### src/rtl/vldrdy_pkg.sv
// Shared constants, FSM state type and LFSR step function for the valid/ready traffic master.
package vldrdy_pkg;

  localparam int          DWIDTH_DEF    = 8;
  localparam int          LFSR_W        = 16;
  // Fibonacci taps 16,14,13,11 expressed as bit positions 15,13,12,10
  localparam logic [15:0] LFSR_TAPS     = 16'hB400;
  localparam logic [15:0] LFSR_SEED_DEF = 16'hACE1;

  typedef enum logic {
    ST_IDLE  = 1'b0,
    ST_VALID = 1'b1
  } state_e;

  function automatic logic [LFSR_W-1:0] lfsr_next(input logic [LFSR_W-1:0] s);
    return {s[LFSR_W-2:0], ^(s & LFSR_TAPS)};
  endfunction

endpackage

### src/rtl/vldrdy_lfsr.sv
// 16-bit Fibonacci LFSR that advances while enabled; reset and load both restore the seed.
// Only the low bit is exported since that is all the throttle needs.
module vldrdy_lfsr
  import vldrdy_pkg::*;
#(
  parameter logic [15:0] SEED = LFSR_SEED_DEF
) (
  input  logic clk,
  input  logic rst_n,
  input  logic en_i,
  input  logic load_i,
  output logic bit_o
);

  logic [LFSR_W-1:0] lfsr_q;
  logic [LFSR_W-1:0] lfsr_d;

  always_comb begin
    lfsr_d = lfsr_q;
    if (load_i) begin
      lfsr_d = SEED;
    end else if (en_i) begin
      lfsr_d = lfsr_next(lfsr_q);
    end
  end

  always_ff @(posedge clk) begin
    if (!rst_n) begin
      lfsr_q <= SEED;
    end else begin
      lfsr_q <= lfsr_d;
    end
  end

  assign bit_o = lfsr_q[0];

endmodule

### src/rtl/master_vldrdy.sv
// Incrementing-data valid/ready source with optional LFSR throttling of new beats.
// dst_val and dst_data are registered; read_counter strobes once per accepted beat.
module master_vldrdy
  import vldrdy_pkg::*;
#(
  parameter int          DWIDTH    = DWIDTH_DEF,
  parameter bit          THROTTLE  = 1'b0,
  parameter logic [15:0] LFSR_SEED = LFSR_SEED_DEF
) (
  input  logic              clk,
  input  logic              rst_n,
  input  logic              cfg_en,
  output logic              dst_val,
  input  logic              dst_rdy,
  output logic [DWIDTH-1:0] dst_data,
  output logic              read_counter
);

  state_e            state_q;
  state_e            state_d;
  logic [DWIDTH-1:0] data_cnt_q;
  logic [DWIDTH-1:0] data_cnt_d;
  logic              lfsr_bit;
  logic              launch;
  logic              handshake;

  vldrdy_lfsr #(
    .SEED(LFSR_SEED)
  ) u_lfsr (
    .clk   (clk),
    .rst_n (rst_n),
    .en_i  (cfg_en),
    .load_i(1'b0),
    .bit_o (lfsr_bit)
  );

  assign launch    = cfg_en & (~THROTTLE | lfsr_bit);
  assign handshake = dst_val & dst_rdy;

  always_comb begin
    state_d    = state_q;
    data_cnt_d = data_cnt_q;
    unique case (state_q)
      ST_IDLE: begin
        if (launch) begin
          state_d = ST_VALID;
        end
      end
      ST_VALID: begin
        if (handshake) begin
          data_cnt_d = data_cnt_q + 1'b1;
          state_d    = launch ? ST_VALID : ST_IDLE;
        end else if (!cfg_en) begin
          // abandon the offer; data_cnt is kept so the same value comes back later
          state_d = ST_IDLE;
        end
      end
      default: state_d = ST_IDLE;
    endcase
  end

  always_ff @(posedge clk) begin
    if (!rst_n) begin
      state_q    <= ST_IDLE;
      data_cnt_q <= '0;
    end else begin
      state_q    <= state_d;
      data_cnt_q <= data_cnt_d;
    end
  end

  assign dst_val      = (state_q == ST_VALID);
  assign dst_data     = data_cnt_q;
  assign read_counter = handshake;

endmodule

### config.mk
export PLATFORM = sky130hd
export DESIGN_NAME = master_vldrdy
export DESIGN_NICKNAME = d
export VERILOG_FILES = /design/src/rtl/vldrdy_pkg.sv /design/src/rtl/vldrdy_lfsr.sv /design/src/rtl/master_vldrdy.sv
export SDC_FILE = /design/constraint.sdc
export NUM_CORES = 1
export LEC_CHECK = 0
export CAP_MARGIN = 30
export CORE_AREA = 8 8 45 47
export DETAILED_ROUTE_END_ITERATION = 10
export DIE_AREA = 0 0 53 55
export SLEW_MARGIN = 10
export SYNTH_ARGS = -nofsm -noshare
export SYNTH_HDL_FRONTEND = slang
export SYNTH_SLANG_ARGS = --single-unit
export TNS_END_PERCENT = 100
### constraint.sdc
create_clock -name clk -period 2.56 [get_ports clk]
set_clock_uncertainty 0.15 [all_clocks]
set_input_delay 0.512 -clock clk [delete_from_list [all_inputs] [get_ports clk]]
set_output_delay 0.512 -clock clk [all_outputs]
set_load 0.005 [all_outputs]
## Word level (Yosys, flattened, before mapping)

Index checks and enable logic that the tools add are counted.
W data, S select, Z words.

| word-level totals | value |
|---|---|
| register bits after elaboration | 9 |
| bits of input ports | 4 |
| logic and storage cells | 6 |

| operators by class | value |
|---|---|
| add/sub/neg operators | 1 |
| multiplexer cells | 1 |
| bitwise logic cells | 1 |
| reduce and logical (&&, ||, !) cells | 1 |

Operators with widths:

| kind | number |
|---|---|
| $add A8 B1 Y8 const B | 1 |
| $reduce_and A2 Y1 | 1 |
| $and A1 B1 Y1 | 1 |
| $mux W1 | 1 |

## Depth between registers and ports, before layout

Gate-level depths: netlist of the first run.

| logic depth | value |
|---|---|
| depth after elaboration | 2 |
| mapped depth | 4 |
| mapped depth without buffers | 4 |

## Worst setup path before layout of the first run

Ideal clock, no wire load.

| path | value |
|---|---|
| path type | input to register |
| from | input dst_rdy |
| to | register data_cnt_q[5], in the netlist dst_data[5] |
| library setup time | 0.070 ns |
| arrival | 1.232 ns |
| required time | 2.340 ns |
| setup slack | 1.108 ns |
| stages | 3 |
| buffers on the path | 0 |
| path through | nand4_2 -> or4_1 -> a21oi_1 |

| on the way | value |
|---|---|
| longest elaborated chain between the ends | 2 |

RTL lines:

| what | line | text |
|---|---|---|
| start: declaration | master_vldrdy.sv:14 | `input logic dst_rdy,` |
| $and A1 B1 Y1 | master_vldrdy.sv:38 | `assign handshake = dst_val & dst_rdy;` |
| $reduce_and A2 Y1 (no source line) | n/a |  |
| end signal: assignment | master_vldrdy.sv:68 | `data_cnt_q <= data_cnt_d;` |
| end: declaration | master_vldrdy.sv:21 | `logic [DWIDTH-1:0] data_cnt_q;` |

No other way between the ends.
A chain may end at the register's enable or synchronous reset.

## Worst setup path in the final report of the first run

| path | value |
|---|---|
| from | input dst_rdy |
| to | output read_counter |

| on the way | value |
|---|---|
| longest elaborated chain between the ends | 1 |

RTL lines:

| what | line | text |
|---|---|---|
| $and A1 B1 Y1 | master_vldrdy.sv:38 |  |
| end: declaration | master_vldrdy.sv:16 | `output logic read_counter` |

No other way between the ends.

==> results of run 1 <==
## cells by family after synthesis
group / count (synthesis)
muxes: 1
buffers and inverters: 4
adders and majority gates: 1
and+or+nand+nor: 16
xor gates and xnor gates: 2
DFF: 9
AOI/OAI and AO/OA: 10
## synth_stat cells
cell,count,area (um^2)
nand3_1,2,10.0
nand4_2,1,12.5
or3_1,2,12.5
mux2i_1,1,10.0
clkbuf_1,1,3.75
xnor2_1,2,17.5
and2_1,1,6.26
ha_1,1,12.5
or4_1,2,15.0
and2_2,1,7.51
dfxtp_1,9,180
nand2_1,1,3.75
nand4_1,2,12.5
a21oi_1,5,25.0
nor2_1,3,11.3
o31ai_1,2,15.0
inv_1,3,11.3
or3_2,1,7.51
o21ai_0,3,15.0
## area by class of cell
cell class | instances | share of cell area [%]
tap | 16 | 3.52
inverter | 3 | 1.98
timing repair buffer | 14 | 24.2
multi-input combinational | 30 | 34.1
clock buffer | 4 | 4.62
sequential | 9 | 31.6
## where the power goes
group          internal, mW  total [mW]  switching [mW]
logic                0.0120      0.0186         0.00665
clock network        0.0600       0.108          0.0484
registers             0.142       0.145         0.00266
## layer usage
metal | vias up | track usage, % | routed length [um]
met5 | - | 0 | 0
met2 | 14 | 11.5 | 387
met4 | 0 | 2.59 | 19
met1 | 163 | 6.40 | 366
li1 | 187 | - | -
met3 | 2 | 5.08 | 102
## worst reg2reg max path: stages, from the launching register on
cell,delay [ps]
dfxtp_1,400
ha_1,200
nand4_1,150
or3_1,380
a21oi_1,150
## sequential cells by signal, summed over array words and instances (netlist names)
register / cells
dst_data: 8
dst_val: 1
## worst paths after layout
path	slack, ps	depth (start not counted)	startpoint	endpoint
max	230	3	dst_rdy	read_counter
min	330	2	dst_data[7]	dst_data[7]
max reg2reg	1070	4	dst_data[0]	dst_data[6]
min reg2reg	330	2	dst_data[7]	dst_data[7]
==> impl_metrics.py, run 1 <==
metrics = {
    "route": {
        "vias": 366,
        "firstDrtPassIters": 4,
        "drt_iter0_drc": 1,
        "wl_per_cell_um": 11.5,
        "postRouteAntennaNets": 0,
        "routed_via_density": 4.82,
        "drc": 0,
        "wirelength_um": 876,
    },
    "floorplanning": {
        "dieArea_mm2": 0.00292,
        "core_area_mm2": 0.00138,
        "fp.dieW_um": 53,
        "ios": 14,
        "dieHeight_um": 55,
        "rows": 14,
        "initial_core_util_pct": 28.1,
    },
    "clock_network": {
        "cts.sinks": 9,
        "cts_setup_buffers": 0,
        "clk_pin_slew_ps": 60,
        "cts_buffers": 3,
        "cts_tree": "done",
        "ctsHoldBuffers": 0,
        "cts-root-buf": "clkbuf_4",
        "cts_resized": 0,
        "clockBufferDepth": 2,
        "htreeDepth": 1,
        "clkLatencyLatePin_ps": 260,
    },
    "global_routing": {
        "grt_first_pass_wirelength_mm": 1.48,
        "grt_pass1_vias": 384,
        "antenna_found_initial": 0,
        "grt.overflow.total": 0,
        "grt_use_total_pct": 6.89,
        "grt_max_degree": 9,
    },
    "timing": {
        "finalCriticalPeriod_ps": 2330,
        "final.setup.worst_slack_ps": 234,
        "setup-tns-final_ps": 0,
        "finalHoldViolCount": 0,
        "rsz0062_at_grt": "no",
        "setup_viol": 0,
        "maxSlewViolCount": 0,
        "maxSlewHeadroom_pct": 82.5,
        "post-route-period-util_pct": 90.9,
        "clock.fmax_ghz": 0.430,
        "whs_ps": 334,
        "worst_slew_pin_slew_ps": 262,
    },
    "logic_synthesis": {
        "synth_top_family_by_area": "simple AND/OR/NAND/NOR gates",
        "synth-seq-cells": 9,
        "yosys_warnings": 0,
        "syn_area_um2": 389,
        "synth-xor-area-share_pct": 4.50,
        "avgSynthCellArea_um2": 9.05,
        "synth_adder_area_share_pct": 3.22,
        "syn_inst": 43,
        "synthSimpleGateAreaFrac_pct": 25.4,
        "synthMuxAreaShare_pct": 2.57,
        "synth_compound_area_share_pct": 14.1,
        "synth_nets": 48,
        "synth.distinct_cells": 19,
        "ys_seq_area_share_pct": 46.3,
    },
    "placement": {
        "gp_congestion": 0.640,
        "postPlaceCellArea_um2": 543,
        "dp_cells": 72,
        "pre_cts_ws_ps": 223,
        "portBuffers": 13,
    },
    "critical_path": {
        "cp.buffers_inverters": 2,
        "arrival_ps": 1660,
        "critPathRequiredTime_ps": 1900,
        "worst-path-max-fanout": 3,
        "cp_top_family": "buffers and inverters",
        "cp_slowest_cell": "clkdlybuf4s50_1",
        "cp_common_cell": "clkdlybuf4s50_1",
        "crit_type": "input pin to output pin",
        "crit_chain": "clkdlybuf4s50_1 -> and2_2 -> clkdlybuf4s50_1",
        "worst_setup_path_end_kind": "output pin",
        "critPathMaxStageDelay_ps": 510,
        "startpoint_type": "input pin",
    },
    "cells_and_area": {
        "postLayoutCoreUtil_pct": 41.1,
        "fillers": 154,
        "final_area_um2": 569,
        "final_layout_size_suffix_gt1_share_pct": 11.7,
        "syn_to_final_growth_pct": 46.3,
        "seqCellArea_um2": 180,
        "finalNetCount": 66,
        "final_cell_mix": "clkdlybuf4s50_1, dfxtp_1, a21oi_1",
        "antenna_cells": 0,
        "multi_input_area_um2": 194,
        "layout_commonest_cell": "clkdlybuf4s50_1",
        "stdcell_count": 76,
    },
    "hold_path": {
        "hp-class": "flop to flop",
    },
    "pwr": {
        "peakVddDrop_uv": 261,
        "leakage_nw": 0.190,
        "finalPower_mw": 0.272,
        "p_per_area_mw_per_mm2": 477,
    },
    "run_status": {
        "outcome": "completed",
    },
    "job": {
        "max_cap_violations": 0,
    },
}
Power figures use the tool's default switching activity.
==> inputs of run 2 (changes only) <==
MAX_ROUTING_LAYER = met4   (was default)
==> impl_metrics.py, run 2 (synthesized netlist as in run 1, its figures left out) <==
metrics = {
    "clock_network": {
        "clockBufferDepth": 2,
        "clk_pin_slew_ps": 60,
        "cts_tree": "done",
        "clkLatencyLatePin_ps": 260,
        "cts_resized": 0,
        "cts.sinks": 9,
        "ctsHoldBuffers": 0,
        "htreeDepth": 1,
        "cts_setup_buffers": 0,
        "cts-root-buf": "clkbuf_4",
        "cts_buffers": 3,
    },
    "route": {
        "drc": 0,
        "wirelength_um": 876,
        "postRouteAntennaNets": 0,
        "firstDrtPassIters": 4,
        "drt_iter0_drc": 1,
        "routed_via_density": 4.82,
        "vias": 366,
        "wl_per_cell_um": 11.5,
    },
    "pwr": {
        "p_per_area_mw_per_mm2": 477,
        "p_int_mw": 0.214,
        "p_seq_share_pct": 53.3,
        "peakVddDrop_uv": 261,
        "combPwrFrac_pct": 6.9,
        "p_clk_share_pct": 39.9,
        "sw_frac_of_total_pct": 21.2,
        "leakage_nw": 0.190,
        "finalPower_mw": 0.272,
        "p_switching_mw": 0.0577,
    },
    "cells_and_area": {
        "stdcell_count": 76,
        "finalNetCount": 66,
        "layout_commonest_cell": "clkdlybuf4s50_1",
        "final_cell_mix": "clkdlybuf4s50_1, dfxtp_1, a21oi_1",
        "final_layout_size_suffix_gt1_share_pct": 11.7,
        "syn_to_final_growth_pct": 46.3,
        "antenna_cells": 0,
        "largest_register_ffs": 8,
        "fillers": 154,
    },
    "hold_path": {
        "hp-class": "flop to flop",
        "hp-start": "dst_data[7]",
    },
    "placement": {
        "dp_cells": 72,
        "pre_cts_ws_ps": 223,
        "gp_congestion": 0.645,
        "portBuffers": 13,
    },
    "job": {
        "max_cap_violations": 0,
    },
    "global_routing": {
        "grt_use_total_pct": 7.10,
        "antenna_found_initial": 0,
        "grt.overflow.total": 0,
        "grt_max_degree": 9,
        "grt_first_pass_wirelength_mm": 1.49,
        "grt_pass1_vias": 384,
    },
    "floorplanning": {
        "rows": 14,
        "dieArea_mm2": 0.00292,
        "core_area_mm2": 0.00138,
        "ios": 14,
        "dieHeight_um": 55,
        "fp.dieW_um": 53,
        "initial_core_util_pct": 28.1,
    },
    "critical_path": {
        "startpoint_type": "input pin",
        "endpoint": "read_counter",
        "worst_setup_path_end_kind": "output pin",
        "r2r_setup_slack_ps": 1070,
        "reg2reg_depth": 4,
        "rr_startpoint": "dst_data[0]",
        "r2r-end": "dst_data[6]",
        "critPathRequiredTime_ps": 1900,
        "crit_start": "dst_rdy",
        "crit_type": "input pin to output pin",
        "worst-path-max-fanout": 3,
        "arrival_ps": 1660,
    },
    "timing": {
        "post-route-period-util_pct": 90.9,
        "setup-tns-final_ps": 0,
        "worst_slew_pin_slew_ps": 262,
        "rsz0062_at_grt": "no",
        "final.setup.worst_slack_ps": 234,
        "maxSlewHeadroom_pct": 82.5,
        "setup_viol": 0,
        "finalHoldViolCount": 0,
        "finalCriticalPeriod_ps": 2330,
        "maxSlewViolCount": 0,
        "clock.fmax_ghz": 0.430,
    },
    "run_status": {
        "outcome": "completed",
    },
}
==> run 2: cell counts in the layout (fill, tap and decap cells not counted) <==
No cell type changed its count.
==> run 2: power groups by stage <==
stage                     Clock [mW]  Sequential (mW)  Combinational, mW
after floorplan                    0            0.148            0.00598
after global placement             0            0.148             0.0185
after detailed placement           0            0.148             0.0190
after CTS                      0.114            0.145             0.0191
after global routing           0.123            0.145             0.0205
final                          0.108            0.145             0.0186
==> run 2: stage by stage <==
step	util (%)	area [um^2]	hold slack, ps
floorplan	-	389	318
global placement	39.2	543	313
detailed placement	39.2	543	330
CTS	41.1	569	341
global route	41.1	569	360
finish	41.1	569	334
==> run 2: per-layer routing <==
metal	vias to the layer above	wire length, um	track usage (%)	share of wire [%]
li1	187	-	-	-
met1	163	379	6.71	43
met2	14	387	11.5	44
met3	2	89	4.55	10
met4	0	19	2.59	2.2
met5	-	0	-	0
==> run 2: how the worst min path moves through the flow <==
| stage | endpoint | depth (start not counted) |
|---|---|---|
| detailed placement | dst_data[7] | 2 |
| CTS | dst_data[7] | 2 |
| finish | dst_data[7] | 2 |
| floorplan | dst_data[7] | 2 |
| global placement | dst_data[7] | 2 |
| global route | dst_data[7] | 2 |
==> run 2: final cells by class <==
| class | count | area, um^2 | area share (%) |
|---|---|---|---|
| multi-input combinational | 30 | 194 | 34.1 |
| clock buffer | 4 | 26.3 | 4.62 |
| sequential | 9 | 180 | 31.6 |
| timing repair buffer | 14 | 138 | 24.2 |
| tap | 16 | 20.0 | 3.52 |
| inverter | 3 | 11.3 | 1.98 |
==> run 2: worst max-delay path, cell delays in order <==
cell and delay, ps:
clkdlybuf4s50_1 470, and2_2 180, clkdlybuf4s50_1 510
==> RTL change 1, RTL diff (flow settings as in run 1) <==
Change the parameter `THROTTLE` from 1'b0 to 1'b1.
--- a/src/rtl/master_vldrdy.sv
+++ b/src/rtl/master_vldrdy.sv
@@ -4,7 +4,7 @@
   import vldrdy_pkg::*;
 #(
   parameter int          DWIDTH    = DWIDTH_DEF,
-  parameter bit          THROTTLE  = 1'b0,
+  parameter bit          THROTTLE  = 1'b1,
   parameter logic [15:0] LFSR_SEED = LFSR_SEED_DEF
 ) (
   input  logic              clk,
Function: changed (a bounded check fails within 10 cycles, from zero or initial values and one cycle with rst_n low).
==> RTL change 1 against run 1 <==
Largest cell class is now flip-flops and latches; largest power group unchanged; global-route usage up 5.3 points; non-clock buffer count increased by 2; synthesized area grew to 2.5 times the old value; count of clock-buffer cells in the layout unchanged; sequential cell count up 16; die area unchanged; cell area increased by 110%; routed wire length grew 91%; clock power rose by 58%; combinational power grew to 3.8 times the old value; power up 140%; first-iteration DRC count rose to 5.0 times the old value; setup slack got worse by 0.014 ns.
==> RTL change 1: results <==
metrics = {
    "status": {
        "run_status": "finished, final reports clean",
    },
    "global_routing": {
        "gr-usage-met3": 0.02139,
        "grt_antenna_before_repair": 0,
        "grt.met2_usage": 0.2266,
        "grt_util_met1": 0.1244,
        "overall_fraction_of_global_route_tracks_in_use": 0.1223,
        "vias_in_the_first_global_route": 669,
        "grt_start_max_net_pins": 18,
        "global_route_wire_length_before_repair_microns": 2684,
    },
    "synth": {
        "ys_dominant_reg_cell": "sky130_fd_sc_hd__dfxtp_1",
        "syn_nets": 106,
        "mapped_avg_cell_area_sq_um": 9.824,
        "post-synth-top-area-fraction": 0.5044,
        "synth_sequential_area_ratio": 0.5044,
        "leading_cell_types_by_count_after_synthesis": "sky130_fd_sc_hd__dfxtp_1 (25), sky130_fd_sc_hd__mux2i_1 (17), sky130_fd_sc_hd__nor2_1 (12)",
        "netlist_top_cells_area": "sky130_fd_sc_hd__dfxtp_1 (50%), sky130_fd_sc_hd__mux2i_1 (17%), sky130_fd_sc_hd__nor2_1 (4.5%), sky130_fd_sc_hd__xnor2_1 (4.4%), sky130_fd_sc_hd__nand2_1 (3.4%)",
        "synth.lib_cells_used.distinct": 25,
        "yosysWarnings": 0,
    },
    "detailed_routing": {
        "met2WireLength_microns": 793,
        "top_layer": "met4",
        "drt-met1-wl_microns": 753,
        "routed_via_density": 5.394,
        "wl_microns": 1677,
        "met3WireLength_microns": 99,
        "first_iter_violations": 5,
    },
    "worst_setup_path": {
        "reg2reg_capture_point": "dst_data[6]",
        "max_stage_delay_ns": 0.51,
        "reg2regPathDepth": 4,
        "path_delay_family": "buffers and inverters",
        "crit_path_max_fanout": 3,
        "cp.arrival_ns": 1.68,
    },
    "cells_and_area": {
        "final_layout_size_suffix_gt1_frac": 0.07759,
        "max_flop_register": "u_lfsr.lfsr_q",
        "instances_no_fill": 132,
        "insertedDiodeCount": 0,
        "largest_reg_flops": 16,
        "final_nets": 122,
    },
    "power_and_ir_drop": {
        "worst_ir_drop_vdd_mv": 0.5631,
        "leakage_nw": 0.4701,
        "netSwitchingPower_w": 0.0001562,
    },
    "clock_tree": {
        "source_to_sink_clock_delay_at_the_later_pin_of_the_worst_skew_pair_ns": 0.31,
        "cts_buffers": 3,
        "cts_resized": 0,
        "root_buffer": "sky130_fd_sc_hd__clkbuf_4",
        "path_clk_slew_ns": 0.13,
        "cts_htree_levels": 1,
    },
    "timing": {
        "timing_worst_slew_pin_value_ns": 0.4776,
    },
    "placed_design": {
        "place_worst_setup_slack_ns": 0.2222,
        "gpl.final_weighted_congestion": 0.7249,
        "post-dp-hpwl_microns": 1216,
    },
    "min_path": {
        "hold_class": "reg2reg",
        "min_from": "dst_data[7]",
    },
}
==> RTL change 1: changes by cell type in the layout (fill, tap and decap cells not counted), moves of 2 or more <==
cell,delta
sky130_fd_sc_hd__buf_4,+2
sky130_fd_sc_hd__dfxtp_1,+16
sky130_fd_sc_hd__mux2i_1,+16
sky130_fd_sc_hd__nand2_1,+8
sky130_fd_sc_hd__nor2_1,+9
sky130_fd_sc_hd__xnor2_1,+3
==> RTL change 1: final cells by class <==
type | count | area (sq um)
flip-flops and latches | 25 | 500.5
inverters | 4 | 15.01
repair buffers | 16 | 152.6
multi-input cells | 67 | 452.9
well taps | 16 | 20.02
fillers | 91 | 216.5
clock buffers | 4 | 26.28
==> RTL change 1: metrics by stage <==
step / power, W / hold WS, ns / area [sq um]
after global placement: 0.0005001 / 0.3039 / 1141
after floorplan: 0.0004802 / 0.2913 / 992.2
after detailed placement: 0.0005040 / 0.3102 / 1141
after CTS: 0.0006709 / 0.3314 / 1167
after global routing: 0.0006923 / 0.3649 / 1167
final: 0.0006658 / 0.3304 / 1167
==> RTL change 1: worst max path at each step <==
| stage | start | to | slack [ns] | cells past startpoint |
|---|---|---|---|---|
| 6_report | dst_rdy | read_counter | 0.22 | 3 |
| 5_1_grt | dst_rdy | read_counter | 0.20 | 3 |
| 4_1_cts | dst_rdy | read_counter | 0.21 | 3 |
| 3_5_place_dp | dst_rdy | read_counter | 0.22 | 3 |
| 3_3_place_gp | dst_rdy | read_counter | 0.23 | 3 |
| 2_1_floorplan | dst_rdy | read_counter | 1.11 | 2 |
==> RTL change 1: logic make-up (layout without fill, tap and decap cells) <==
group | count (synthesis) | in the layout | share of synthesized area
AO/OA/AOI/OAI | 10 | 10 | 0.05801
AND/OR/NAND/NOR | 34 | 34 | 0.1703
XOR/XNOR | 5 | 5 | 0.04413
adder cells (fa/ha/maj) | 1 | 1 | 0.01261
multiplexers | 17 | 17 | 0.1715
buffers and inverters | 9 | 24 | 0.03908
flip-flops | 25 | 25 | 0.5044
==> RTL change 1: worst min-delay path, stage by stage, from the launching register on <==
cell and delay (ns):
sky130_fd_sc_hd__dfxtp_1 0.34, sky130_fd_sc_hd__nand2_1 0.05, sky130_fd_sc_hd__mux2i_1 0.05
==> RTL change 1: power by group through the flow <==
| stage | combinational, W | sequential, W | clock (W) |
|---|---|---|---|
| 2_1_floorplan | 0.0000504 | 0.000430 | 0 |
| 3_3_place_gp | 0.0000683 | 0.000432 | 0 |
| 3_5_place_dp | 0.0000710 | 0.000433 | 0 |
| 4_1_cts | 0.0000713 | 0.000424 | 0.000175 |
| 5_1_grt | 0.0000775 | 0.000427 | 0.000188 |
| 6_report | 0.0000702 | 0.000424 | 0.000171 |
==> RTL change 2, RTL diff (flow settings as in run 1) <==
Without the edit above. Add an input register stage for `cfg_en`; this delays it by one clock. The other inputs are not delayed to match.
--- a/src/rtl/master_vldrdy.sv
+++ b/src/rtl/master_vldrdy.sv
@@ -16,6 +16,12 @@
   output logic              read_counter
 );
 
+  logic cfg_en_q;
+
+  always_ff @(posedge clk) begin
+    cfg_en_q <= cfg_en;
+  end
+
   state_e            state_q;
   state_e            state_d;
   logic [DWIDTH-1:0] data_cnt_q;
@@ -29,12 +35,12 @@
   ) u_lfsr (
     .clk   (clk),
     .rst_n (rst_n),
-    .en_i  (cfg_en),
+    .en_i  (cfg_en_q),
     .load_i(1'b0),
     .bit_o (lfsr_bit)
   );
 
-  assign launch    = cfg_en & (~THROTTLE | lfsr_bit);
+  assign launch    = cfg_en_q & (~THROTTLE | lfsr_bit);
   assign handshake = dst_val & dst_rdy;
 
   always_comb begin
@@ -50,7 +56,7 @@
         if (handshake) begin
           data_cnt_d = data_cnt_q + 1'b1;
           state_d    = launch ? ST_VALID : ST_IDLE;
-        end else if (!cfg_en) begin
+        end else if (!cfg_en_q) begin
           // abandon the offer; data_cnt is kept so the same value comes back later
           state_d = ST_IDLE;
         end
Check against the original RTL: not equivalent (Yosys sat finds a counterexample within 4 cycles, from zero or initial values and one cycle with rst_n low).
==> RTL change 2 against run 1 <==
Power grew 18%; combinational power decreased by 8%; synthesized cell count grew 2.3%; die area unchanged; routed wire length down 4.6%; sequential share of layout area grew 2.2 points; sequential cell count rose by 1; setup slack worse by 0.081 ns; cell area is 4.0% higher; highest routed layer unchanged; synthesized area increased by 5.1%.
==> RTL change 2: results <==
metrics = {
    "status": {
        "run_status": "finished, final reports clean",
    },
    "cells_and_area": {
        "final_layout_size_suffix_gt1_frac": 0.1167,
        "insertedDiodeCount": 0,
        "largest_reg_flops": 8,
        "final_nets": 66,
        "fillCellCount": 156,
    },
    "synth": {
        "yosys.area_share.xor_xnor": 0.04281,
        "netlist_top_cells_area": "sky130_fd_sc_hd__dfxtp_1 (49%), sky130_fd_sc_hd__a21oi_1 (6.1%), sky130_fd_sc_hd__xnor2_1 (4.3%), sky130_fd_sc_hd__o21ai_0 (3.7%), sky130_fd_sc_hd__o31ai_1 (3.7%)",
        "yosys.area_share.adder": 0.03058,
        "synth_sequential_area_ratio": 0.4893,
        "synth.lib_cells_used.distinct": 19,
        "synth.area.mux_share": 0.02446,
        "syn_nets": 49,
        "leading_cell_types_by_count_after_synthesis": "sky130_fd_sc_hd__dfxtp_1 (10), sky130_fd_sc_hd__a21oi_1 (5), sky130_fd_sc_hd__inv_1 (3), sky130_fd_sc_hd__nor2_1 (3), sky130_fd_sc_hd__o21ai_0 (3)",
        "yosysWarnings": 0,
        "synth_compound_gate_area_share": 0.1346,
    },
    "detailed_routing": {
        "wl_per_cell_microns": 11.00,
        "first_iter_violations": 2,
        "detailedRoute.firstPassIterationCount": 2,
        "routed_via_density": 4.855,
    },
    "placed_design": {
        "gpl.final_weighted_congestion": 0.6394,
        "place.port_buffers": 13,
        "post-dp-hpwl_microns": 646.5,
        "place_worst_setup_slack_ns": 0.1527,
    },
    "worst_setup_path": {
        "crit_path_max_fanout": 4,
        "reg2regPathDepth": 4,
        "cp.arrival_ns": 1.75,
    },
    "power_and_ir_drop": {
        "leakage_nw": 0.2000,
        "worst_ir_drop_vdd_mv": 0.2772,
    },
    "global_routing": {
        "vias_in_the_first_global_route": 367,
        "overall_fraction_of_global_route_tracks_in_use": 0.07174,
        "grt_start_max_net_pins": 9,
        "global_route_wire_length_before_repair_microns": 1538,
        "grt_antenna_before_repair": 0,
    },
    "timing": {
        "timing.max_slew.rel_slack": 0.8306,
    },
    "min_path": {
        "holdPathStages": 1,
        "hold_class": "reg2reg",
    },
    "clock_tree": {
        "cts_setup_buffers": 0,
        "cts_buffers": 3,
        "cts_htree_levels": 1,
        "path_clk_slew_ns": 0.07,
        "clock_tree.buffer_depth": 2,
        "source_to_sink_clock_delay_at_the_later_pin_of_the_worst_skew_pair_ns": 0.27,
        "root_buffer": "sky130_fd_sc_hd__clkbuf_4",
    },
}
## RTL change 2: changes by cell type after synthesis
cell                             run 1  this run
sky130_fd_sc_hd__dfxtp_1             9        10
## RTL change 2: final timing paths
path	startpoint	to	slack, ns
worst min-delay path	cfg_en_q	dst_val	0.30
worst min register to register	cfg_en_q	dst_val	0.30
worst max-delay path	dst_rdy	read_counter	0.15
worst max register to register	dst_data[0]	dst_data[6]	1.09
## RTL change 2: cells by family (layout without fill, tap and decap cells)
kind of cell               count (synthesis)  in the layout
AOI/OAI and AO/OA                         10             10
xor gates and xnor gates                   2              2
adders and majority gates                  1              1
buffers and inverters                      4             20
DFF                                       10             10
muxes                                      1              1
and+or+nand+nor                           16             16
## RTL change 2: stage by stage
| stage | hold WS (ns) | std cells | instance area [sq um] |
|---|---|---|---|
| global placement | 0.2679 | 72 | 555.5 |
| floorplan | 0.2618 | 44 | 409.1 |
| CTS | 0.3006 | 76 | 591.8 |
| detailed placement | 0.2696 | 72 | 555.5 |
| finish | 0.2997 | 76 | 591.8 |
| global route | 0.3549 | 76 | 591.8 |
## RTL change 2: routing by layer
layer,global-route usage,wire length (microns),vias to the layer above
met2,0.1055,333,14
met1,0.07187,371,164
met3,0.04813,115,2
met4,0.05172,16,0
li1,-,-,189
met5,0,0,-
## RTL change 2: layout make-up
class,count,area (sq um),share of cell area
sequential,10,200.2,0.3383
multi-input combinational,30,193.9,0.3277
timing repair buffer,13,130.1,0.2199
clock buffer,4,36.28,0.06131
tap,16,20.02,0.03383
inverter,3,11.26,0.01903
## RTL change 2: where the power goes
group          leakage (nW)  switching, W  internal (W)
clock network        0.0210     0.0000568     0.0000864
logic                0.0977    0.00000621     0.0000110
registers            0.0813    0.00000276      0.000158
total                 0.200     0.0000658      0.000256
## RTL change 2: worst max-delay path: stages
cell	delay [ns]
sky130_fd_sc_hd__clkdlybuf4s50_1	0.52
sky130_fd_sc_hd__and2_2	0.20
sky130_fd_sc_hd__clkdlybuf4s50_1	0.51
